==> src/rtl/uart_rx_fifo.sv <==
// uart_rx_fifo: 8N1 (or 8E1 with UART_RX_PARITY_EN) serial receiver feeding a first-word-fall-through byte FIFO.
// Latency: byte pushed 2 + CLK_DIV/2 + 9*CLK_DIV cycles after the line falls (+CLK_DIV with parity); head visible next cycle.
// Backpressure: none on the line; a byte arriving into a full FIFO is dropped and flags overrun unless popped that same cycle.
module uart_rx_fifo #(
  parameter int CLK_DIV    = 434,
  parameter int DEPTH_LOG2 = 4
) (
  input  logic                  clk,
  input  logic                  rst,
  input  logic                  ser_rxd,
  input  logic                  rd_en,
  input  logic                  clr_err,
  output logic [7:0]            dout,
  output logic                  empty,
  output logic                  full,
  output logic [DEPTH_LOG2:0]   count,
  output logic                  overrun,
  output logic                  frame_err,
  output logic                  parity_err,
  output logic                  irq_req_o
);

  localparam int DEPTH  = 1 << DEPTH_LOG2;
  localparam int BAUD_W = $clog2(CLK_DIV);
  localparam logic [BAUD_W-1:0]   BAUD_LAST = BAUD_W'(CLK_DIV - 1);
  localparam logic [BAUD_W-1:0]   HALF_LAST = BAUD_W'(CLK_DIV / 2 - 1);
  localparam logic [DEPTH_LOG2:0] DEPTH_CNT = (DEPTH_LOG2 + 1)'(DEPTH);

`ifdef UART_RX_PARITY_EN
  typedef enum logic [2:0] {S_IDLE, S_START, S_DATA, S_PARITY, S_STOP} state_t;
`else
  typedef enum logic [2:0] {S_IDLE, S_START, S_DATA, S_STOP} state_t;
`endif

  state_t                  r_state, w_state_nxt;
  logic                    r_sync1, r_sync2, r_rxd_prev;
  logic [BAUD_W-1:0]       r_baud_cnt;
  logic [2:0]              r_bit_cnt;
  logic [7:0]              r_shift;
  logic [7:0]              r_mem [DEPTH];
  logic [DEPTH_LOG2-1:0]   r_wr_ptr, r_rd_ptr;
  logic [DEPTH_LOG2:0]     r_count;
  logic                    r_empty, r_full;
  logic                    r_overrun, r_frame_err;

  logic w_rxd_s, w_fall, w_baud_done, w_half_done;
  logic w_baud_clr, w_shift_en, w_push, w_set_ferr;
  logic w_pop, w_wr_en, w_set_ovr;
  logic [DEPTH_LOG2:0] w_count_nxt;

`ifdef UART_RX_PARITY_EN
  logic r_par_bit, r_parity_err;
  logic w_par_en, w_set_perr, w_par_bad;
  // Even parity: data bits plus parity bit must hold an even number of ones.
  assign w_par_bad = ^{r_shift, r_par_bit};
`endif

  assign w_rxd_s     = r_sync2;
  assign w_fall      = r_rxd_prev & ~r_sync2;
  assign w_baud_done = (r_baud_cnt == BAUD_LAST);
  assign w_half_done = (r_baud_cnt == HALF_LAST);

  // Two-flop synchronizer plus one delayed copy for start-edge detection; idles high.
  always_ff @(posedge clk) begin
    if (rst) begin
      r_sync1    <= 1'b1;
      r_sync2    <= 1'b1;
      r_rxd_prev <= 1'b1;
    end else begin
      r_sync1    <= ser_rxd;
      r_sync2    <= r_sync1;
      r_rxd_prev <= r_sync2;
    end
  end

  // Frame FSM state register.
  always_ff @(posedge clk) begin
    if (rst) r_state <= S_IDLE;
    else     r_state <= w_state_nxt;
  end

  // Frame FSM next state and per-cycle strobes.
  always_comb begin
    w_state_nxt = r_state;
    w_baud_clr  = 1'b0;
    w_shift_en  = 1'b0;
    w_push      = 1'b0;
    w_set_ferr  = 1'b0;
`ifdef UART_RX_PARITY_EN
    w_par_en    = 1'b0;
    w_set_perr  = 1'b0;
`endif
    case (r_state)
      S_IDLE: begin
        if (w_fall) begin
          w_state_nxt = S_START;
          w_baud_clr  = 1'b1;
        end
      end
      S_START: begin
        // Mid-bit check rejects short glitches and re-centres the baud counter.
        if (w_half_done) begin
          w_baud_clr  = 1'b1;
          w_state_nxt = w_rxd_s ? S_IDLE : S_DATA;
        end
      end
      S_DATA: begin
        if (w_baud_done) begin
          w_baud_clr = 1'b1;
          w_shift_en = 1'b1;
          if (r_bit_cnt == 3'd7) begin
`ifdef UART_RX_PARITY_EN
            w_state_nxt = S_PARITY;
`else
            w_state_nxt = S_STOP;
`endif
          end
        end
      end
`ifdef UART_RX_PARITY_EN
      S_PARITY: begin
        if (w_baud_done) begin
          w_baud_clr  = 1'b1;
          w_par_en    = 1'b1;
          w_state_nxt = S_STOP;
        end
      end
`endif
      S_STOP: begin
        if (w_baud_done) begin
          w_baud_clr  = 1'b1;
          w_state_nxt = S_IDLE;
          if (!w_rxd_s) w_set_ferr = 1'b1;
`ifdef UART_RX_PARITY_EN
          else if (w_par_bad) w_set_perr = 1'b1;
`endif
          else w_push = 1'b1;
        end
      end
      default: w_state_nxt = S_IDLE;
    endcase
  end

  // Baud/bit counters and the LSB-first shift register.
  always_ff @(posedge clk) begin
    if (rst) begin
      r_baud_cnt <= '0;
      r_bit_cnt  <= '0;
      r_shift    <= '0;
    end else begin
      r_baud_cnt <= w_baud_clr ? '0 : r_baud_cnt + BAUD_W'(1);
      if (w_shift_en) begin
        r_shift   <= {w_rxd_s, r_shift[7:1]};
        r_bit_cnt <= r_bit_cnt + 3'd1;
      end else if (r_state == S_IDLE) begin
        r_bit_cnt <= '0;
      end
    end
  end

`ifdef UART_RX_PARITY_EN
  // Captured parity bit, checked at the stop sample.
  always_ff @(posedge clk) begin
    if (rst)           r_par_bit <= 1'b0;
    else if (w_par_en) r_par_bit <= w_rxd_s;
  end
`endif

  // FIFO control: a pop frees the slot a same-cycle push into a full FIFO needs.
  assign w_pop     = rd_en & ~r_empty;
  assign w_wr_en   = w_push & (~r_full | w_pop);
  assign w_set_ovr = w_push & r_full & ~w_pop;

  always_comb begin
    w_count_nxt = r_count;
    case ({w_wr_en, w_pop})
      2'b10:   w_count_nxt = r_count + (DEPTH_LOG2 + 1)'(1);
      2'b01:   w_count_nxt = r_count - (DEPTH_LOG2 + 1)'(1);
      default: w_count_nxt = r_count;
    endcase
  end

  // FIFO pointers, occupancy and registered empty/full.
  always_ff @(posedge clk) begin
    if (rst) begin
      r_wr_ptr <= '0;
      r_rd_ptr <= '0;
      r_count  <= '0;
      r_empty  <= 1'b1;
      r_full   <= 1'b0;
    end else begin
      if (w_wr_en) r_wr_ptr <= r_wr_ptr + DEPTH_LOG2'(1);
      if (w_pop)   r_rd_ptr <= r_rd_ptr + DEPTH_LOG2'(1);
      r_count <= w_count_nxt;
      r_empty <= (w_count_nxt == '0);
      r_full  <= (w_count_nxt == DEPTH_CNT);
    end
  end

  // FIFO storage; contents need no reset because dout is masked while empty.
  always_ff @(posedge clk) begin
    if (w_wr_en) r_mem[r_wr_ptr] <= r_shift;
  end

  // Sticky error flags; a set event in the clear cycle wins.
  always_ff @(posedge clk) begin
    if (rst) begin
      r_overrun   <= 1'b0;
      r_frame_err <= 1'b0;
    end else begin
      r_overrun   <= (r_overrun   & ~clr_err) | w_set_ovr;
      r_frame_err <= (r_frame_err & ~clr_err) | w_set_ferr;
    end
  end

`ifdef UART_RX_PARITY_EN
  // Sticky parity error flag.
  always_ff @(posedge clk) begin
    if (rst) r_parity_err <= 1'b0;
    else     r_parity_err <= (r_parity_err & ~clr_err) | w_set_perr;
  end
  assign parity_err = r_parity_err;
`else
  assign parity_err = 1'b0;
`endif

  assign dout      = r_empty ? 8'h00 : r_mem[r_rd_ptr];
  assign empty     = r_empty;
  assign full      = r_full;
  assign count     = r_count;
  assign overrun   = r_overrun;
  assign frame_err = r_frame_err;
  assign irq_req_o = ~r_empty;

endmodule
==> config.mk <==
export PLATFORM = sky130hd
export DESIGN_NAME = uart_rx_fifo
export DESIGN_NICKNAME = d
export VERILOG_FILES = /design/src/rtl/uart_rx_fifo.sv
export SDC_FILE = /design/constraint.sdc
export NUM_CORES = 1
export LEC_CHECK = 0
export BUFFER_PORTS_ARGS = -buffer_cell sky130_fd_sc_hd__buf_4
export CORE_AREA = 2 2 107 109
export DETAILED_ROUTE_END_ITERATION = 8
export DIE_AREA = 0 0 109 111
export GPL_TIMING_DRIVEN = 0
export MAX_ROUTING_LAYER = met4
export PLACE_DENSITY_LB_ADDON = 0.05
export SLEW_MARGIN = 20
export SYNTH_ARGS = -nofsm -noshare
export SYNTH_HDL_FRONTEND = slang
export SYNTH_SLANG_ARGS = --single-unit
export TNS_END_PERCENT = 10
==> constraint.sdc <==
create_clock -name clk -period 5.4 [get_ports clk]
set_input_delay 0.81 -clock clk [delete_from_list [all_inputs] [get_ports clk]]
set_output_delay 0.81 -clock clk [all_outputs]
set_load 0.01 [all_outputs]
---- After elaboration in Yosys (flattened, before gate mapping) ----
Memory sizes are Yosys's and may differ from the RTL's. A register that Yosys moved wholly into a read port is not among the register bits.
Cells that the tools add are included.
word-level totals
  register bits ........................... 43
  memories ................................ 1
  logic and storage cells ................. 82
  RAM bits ................................ 128
  input port bits ......................... 5
  output and inout bits ................... 19
memory list
  name   words  width  rd ports  clocked after Yosys merged registers in  wr ports  line  text
  r_mem  16     8      1         1                                        1         40    logic [7:0] r_mem [DEPTH];
operators by class
  reductions and logical operators ........ 6
  equality and inequality tests ........... 14
  bitwise gates (word level) .............. 15
  $add $sub $neg .......................... 6
  mux-type cells .......................... 26
operators by type and width
  kind                                                  number
  2-to-1 mux 3 bit                                      7
  2-to-1 mux 1 bit                                      12
  case mux 3 bit (4 select lines)                       1
  inequality test 2 bit (second input constant)         5
  case mux 5 bit (2 select lines)                       1
  adder 9 x 1 -> 9 bit (second input constant)          1
  equality test 9 x 8 -> 1 bit (second input constant)  1
  equality test 9 bit (second input constant)           1
  adder 4 x 1 -> 4 bit (second input constant)          2
  2-to-1 mux 4 bit                                      2
  2-to-1 mux 8 bit                                      1
  AND 1 bit                                             7
  equality test 3 x 2 -> 1 bit (second input constant)  2
  adder 5 x 1 -> 5 bit (second input constant)          1
  equality test 5 bit (second input constant)           1
  zero test 5 bit                                       1
  inverter 1 bit                                        5
  AND reduction 5 bit                                   1
  subtractor 5 x 1 -> 5 bit (second input constant)     1
  OR reduction 2 bit                                    2
  adder 3 x 1 -> 3 bit (second input constant)          1
  equality test 3 x 1 -> 1 bit (second input constant)  1
  equality test 3 bit (second input constant)           1
  zero test 3 bit                                       1
  other kinds (6)                                       8

---- Logic depth before layout (Yosys ltp) ----
  depth in word-level cells ............... 7
  mapped depth ............................ 14
  depth with buffers taken out ............ 13

---- Least setup slack after synthesis ----
OpenSTA, ideal clock, no wires.
  path type ............................... input to register
  start ................................... input rd_en
  end ..................................... register r_full (netlist: full)
  library setup time ...................... 92 ps
  buffers on the path ..................... 1
  data required time ...................... 5308 ps
  cell stages on the path ................. 12
  setup slack ............................. 2191 ps
  arrival ................................. 3117 ps
  cell sequence ........................... nand2b_1 -> a2111oi_4 -> inv_1 -> ha_1 -> clkbuf_1 -> xor2_1 -> ha_1 -> nor2_1 -> o31a_1 -> o211ai_1 -> xor2_1 -> nor4_1
on the way
  word-level cells in the longest chain between the ends .. 6
  elaborated cells on any way between the ends .. 7
  classes of those cells .................. 3 x eq/ne; 1 x mux; 3 x bitwise
RTL lines
  element                                                                     line  text
  start: declaration                                                          11    input logic rd_en,
  AND 1 bit *                                                                 170   assign w_pop = rd_en & ~r_empty;
  OR 1 bit                                                                    171   assign w_wr_en = w_push & (~r_full | w_pop);
  AND 1 bit                                                                   171
  equality test 2 x 1 -> 1 bit / equality test 2 bit (equally long branches)  176   case ({w_wr_en, w_pop})
  case mux 5 bit (2 select lines) *                                           176
  equality test 5 bit *                                                       196   r_full <= (w_count_nxt == DEPTH_CNT);
  end signal: assignment                                                      196
  end: declaration                                                            43    logic r_empty, r_full;
Mark *: on every way between the ends. The rest lies on a longest branch, timed or not.
A chain may end at the register's enable or synchronous reset.

==> impl_metrics.py <==
metrics = {
    "run_status": {
        "status": "complete, no violations",
    },
    "placement": {
        "place.gp.congestion": 0.834,
        "numPortBuffers": 22,
        "dp.final_hpwl_um": 8790,
        "dp_slack_ns": 1.71,
        "dp_cells": 600,
    },
    "route": {
        "route.antenna.remaining_nets": 0,
        "vias": 3715,
        "viasPerCell": 5.88,
        "route.detailed.drc": 0,
        "dr.pass1.iters": 4,
        "drt-wirelength-per-cell_um": 21.2,
        "totalWireLength_um": 13400,
        "first_iter_violations": 287,
    },
    "yosys": {
        "seq_area_frac_synth": 0.679,
        "syn_inst": 435,
        "ys_async_sr_fraction": 0,
        "synth-edff-count": 128,
        "yosys_warnings": 0,
        "synth_flop_cell": "edfxtp_1",
        "netlist_area_mm2": 0.00701,
        "ys_seq_elements": 174,
        "ys_types": 46,
        "synth_nets": 453,
        "avgSynthCellArea_um2": 16.1,
    },
    "clock_tree": {
        "path_clk_slew_ns": 0.06,
        "cts_tree": "built",
        "worstSkewPairLatency_ns": 0.42,
        "postCtsSetupBuffers": 0,
        "postCtsHoldBufs": 0,
        "numCtsBuffers": 17,
        "clk_path_buf_depth": 2,
        "cts_resized": 0,
        "h-tree-depth": 4,
        "cts_root_buf": "clkbuf_16",
        "cts.sinks": 174,
    },
    "pwr": {
        "p_int_mw": 2.25,
        "p_comb_frac": 0.007,
        "p_leak_nw": 2.70,
        "p_per_area_mw_per_mm2": 342,
        "p_sw_mw": 0.491,
        "ir_drop_mv": 0.191,
        "p_clk_frac": 0.473,
        "power.total_mw": 2.74,
        "seq_power_share": 0.519,
        "p_sw_frac": 0.179,
    },
    "global_routing": {
        "grt_pass1_wl_um": 21300,
        "antenna_found_initial": 0,
        "grt_max_degree": 19,
        "grtUsageTotal": 0.254,
        "grt_pass1_vias": 3766,
        "overflow": 0,
    },
    "worst_setup_path": {
        "cp-end-kind": "primary output",
        "setup.worst_path.start_class": "flip-flop",
        "worstPathRequired_ns": 4.59,
        "arrival_ns": 2.71,
        "rr_startpoint": "r_baud_cnt[0]",
        "crit_type": "reg2out",
        "worstRegToRegCells": 13,
        "cp_max_fo": 10,
        "rrSetupSlack_ns": 2.02,
        "r2r_end": "full",
    },
    "flow_run": {
        "maxCapViolCount": 0,
    },
    "timing": {
        "fin_skew_ns": 0.00854,
        "setup_tns_ns": 0,
        "rsz0062_at_grt": "no",
        "finalHoldViolCount": 0,
        "setup_violations": 0,
        "maxSlewViolCount": 0,
        "fmaxAchievable_mhz": 284,
        "period_needed_ns": 3.52,
        "period_share": 0.651,
        "fin_ws_ns": 1.88,
        "worstMarginPinSlew_ns": 0.838,
        "max-slew-margin-rel": 0.439,
    },
    "layout": {
        "fin_cells": 632,
        "area_delta_synth_final_pct": 14.2,
        "most-common-layout-cells": "edfxtp_1 (128), nor2_1 (57), dfxtp_1 (46)",
        "drive_above_1_share": 0.215,
        "layout_commonest_cell": "edfxtp_1",
        "n_fill_cell": 682,
        "antennaDiodeCount": 0,
        "layout.nets": 494,
    },
    "hold_path": {
        "min_from": "r_sync1",
        "hold_end": "r_sync2",
        "hold_depth": 1,
        "hold_path_class": "reg2reg",
    },
    "floorplanning": {
        "core_mm2": 0.0111,
        "row_count": 39,
        "io_pins": 24,
        "die_height_um": 111,
        "fp.dieW_um": 109,
        "start_util": 0.633,
        "fp.dieArea_mm2": 0.0121,
    },
}
## metal layers
| metal | share of wire | up-vias | wire, um | global-route usage |
|---|---|---|---|---|
| met5 | 0 | - | 0 | - |
| met4 | 0.023 | 0 | 312 | 0.0872 |
| met3 | 0.064 | 20 | 860 | 0.0617 |
| met2 | 0.52 | 126 | 6950 | 0.403 |
| met1 | 0.39 | 1857 | 5300 | 0.322 |
| li1 | - | 1712 | - | - |
## worst max-delay path by stage
stage / endpoint / slack (ns) / cells past startpoint
3_5_place_dp: full / 1.71 / 13
6_report: dout[7] / 1.88 / 5
5_1_grt: full / 1.68 / 13
3_3_place_gp: full / 1.75 / 13
4_1_cts: dout[7] / 1.84 / 5
2_1_floorplan: full / 2.19 / 12
## synthesized netlist by cell type, types with 2 or more instances
master | count | area share
a21oi_1 | 7 | 0.0050
a22oi_1 | 2 | 0.0021
and2_1 | 9 | 0.0080
buf_1 | 5 | 0.0027
buf_2 | 2 | 0.0014
buf_6 | 4 | 0.0064
clkbuf_1 | 11 | 0.0059
dfxtp_1 | 46 | 0.13
edfxtp_1 | 128 | 0.55
ha_1 | 13 | 0.023
inv_1 | 14 | 0.0075
mux2i_1 | 12 | 0.017
mux4_2 | 40 | 0.13
nand2_1 | 19 | 0.010
nand2b_1 | 4 | 0.0036
nand3_1 | 5 | 0.0036
nand4_1 | 6 | 0.0054
nand4bb_1 | 2 | 0.0032
nor2_1 | 57 | 0.031
nor3_1 | 4 | 0.0029
o21ai_0 | 3 | 0.0021
or2_2 | 2 | 0.0018
xnor2_1 | 7 | 0.0087
xor2_1 | 11 | 0.014
## worst max-delay path: stages (launching register included)
cell and delay [ns]:
dfxtp_1 0.44, buf_1 0.55, mux4_2 0.45, mux4_2 0.52, and2_1 0.18, buf_4 0.14
## per-stage QoR
step / hold slack [ns] / util / area (um^2)
6_report: 0.418 / 0.723 / 8010
5_1_grt: 0.441 / 0.723 / 8010
4_1_cts: 0.420 / 0.723 / 8010
3_5_place_dp: 0.403 / 0.666 / 7380
3_3_place_gp: 0.396 / 0.664 / 7360
2_1_floorplan: 0.389 / - / 7010
## final cells by class
class / instances / area [um^2] / share of cell area
Sequential cell: 174 / 4760 / 0.595
Multi-Input combinational cell: 224 / 2090 / 0.261
Clock buffer: 21 / 440 / 0.0550
Clock inverter: 11 / 190 / 0.0237
Tap cell: 143 / 179 / 0.0223
Timing Repair Buffer: 22 / 165 / 0.0206
Buffer: 23 / 123 / 0.0153
Inverter: 14 / 52.6 / 0.00656
## power by group through the flow
stage / registers, mW / logic (mW) / clock network (mW)
after floorplan: 1.45 / 0.0137 / 0
after global placement: 1.45 / 0.0194 / 0
after detailed placement: 1.45 / 0.0200 / 0
after CTS: 1.42 / 0.0201 / 1.31
after global routing: 1.42 / 0.0227 / 1.36
final: 1.42 / 0.0198 / 1.30
## sequential cells by signal, indices dropped and copies added, names as in the netlist, named ones only
name        count
r_bit_cnt       3
r_baud_cnt      9
r_shift         8
r_sync2         1
r_rxd_prev      1
empty           1
overrun         1
r_wr_ptr        4
r_mem         128
count           5
full            1
r_state         2
r_rd_ptr        4
frame_err       1
r_sync1         1
## kinds of logic after synthesis
| kind of cell | synth area share |
|---|---|
| adders and majority gates | 0.0232 |
| other | 0.000535 |
| buffers and inverters | 0.0250 |
| and+or+nand+nor | 0.0764 |
| DFF | 0.679 |
| AOI/OAI and AO/OA | 0.0259 |
| muxes | 0.147 |
| xor gates and xnor gates | 0.0225 |
Power figures use the tool's default switching activity.
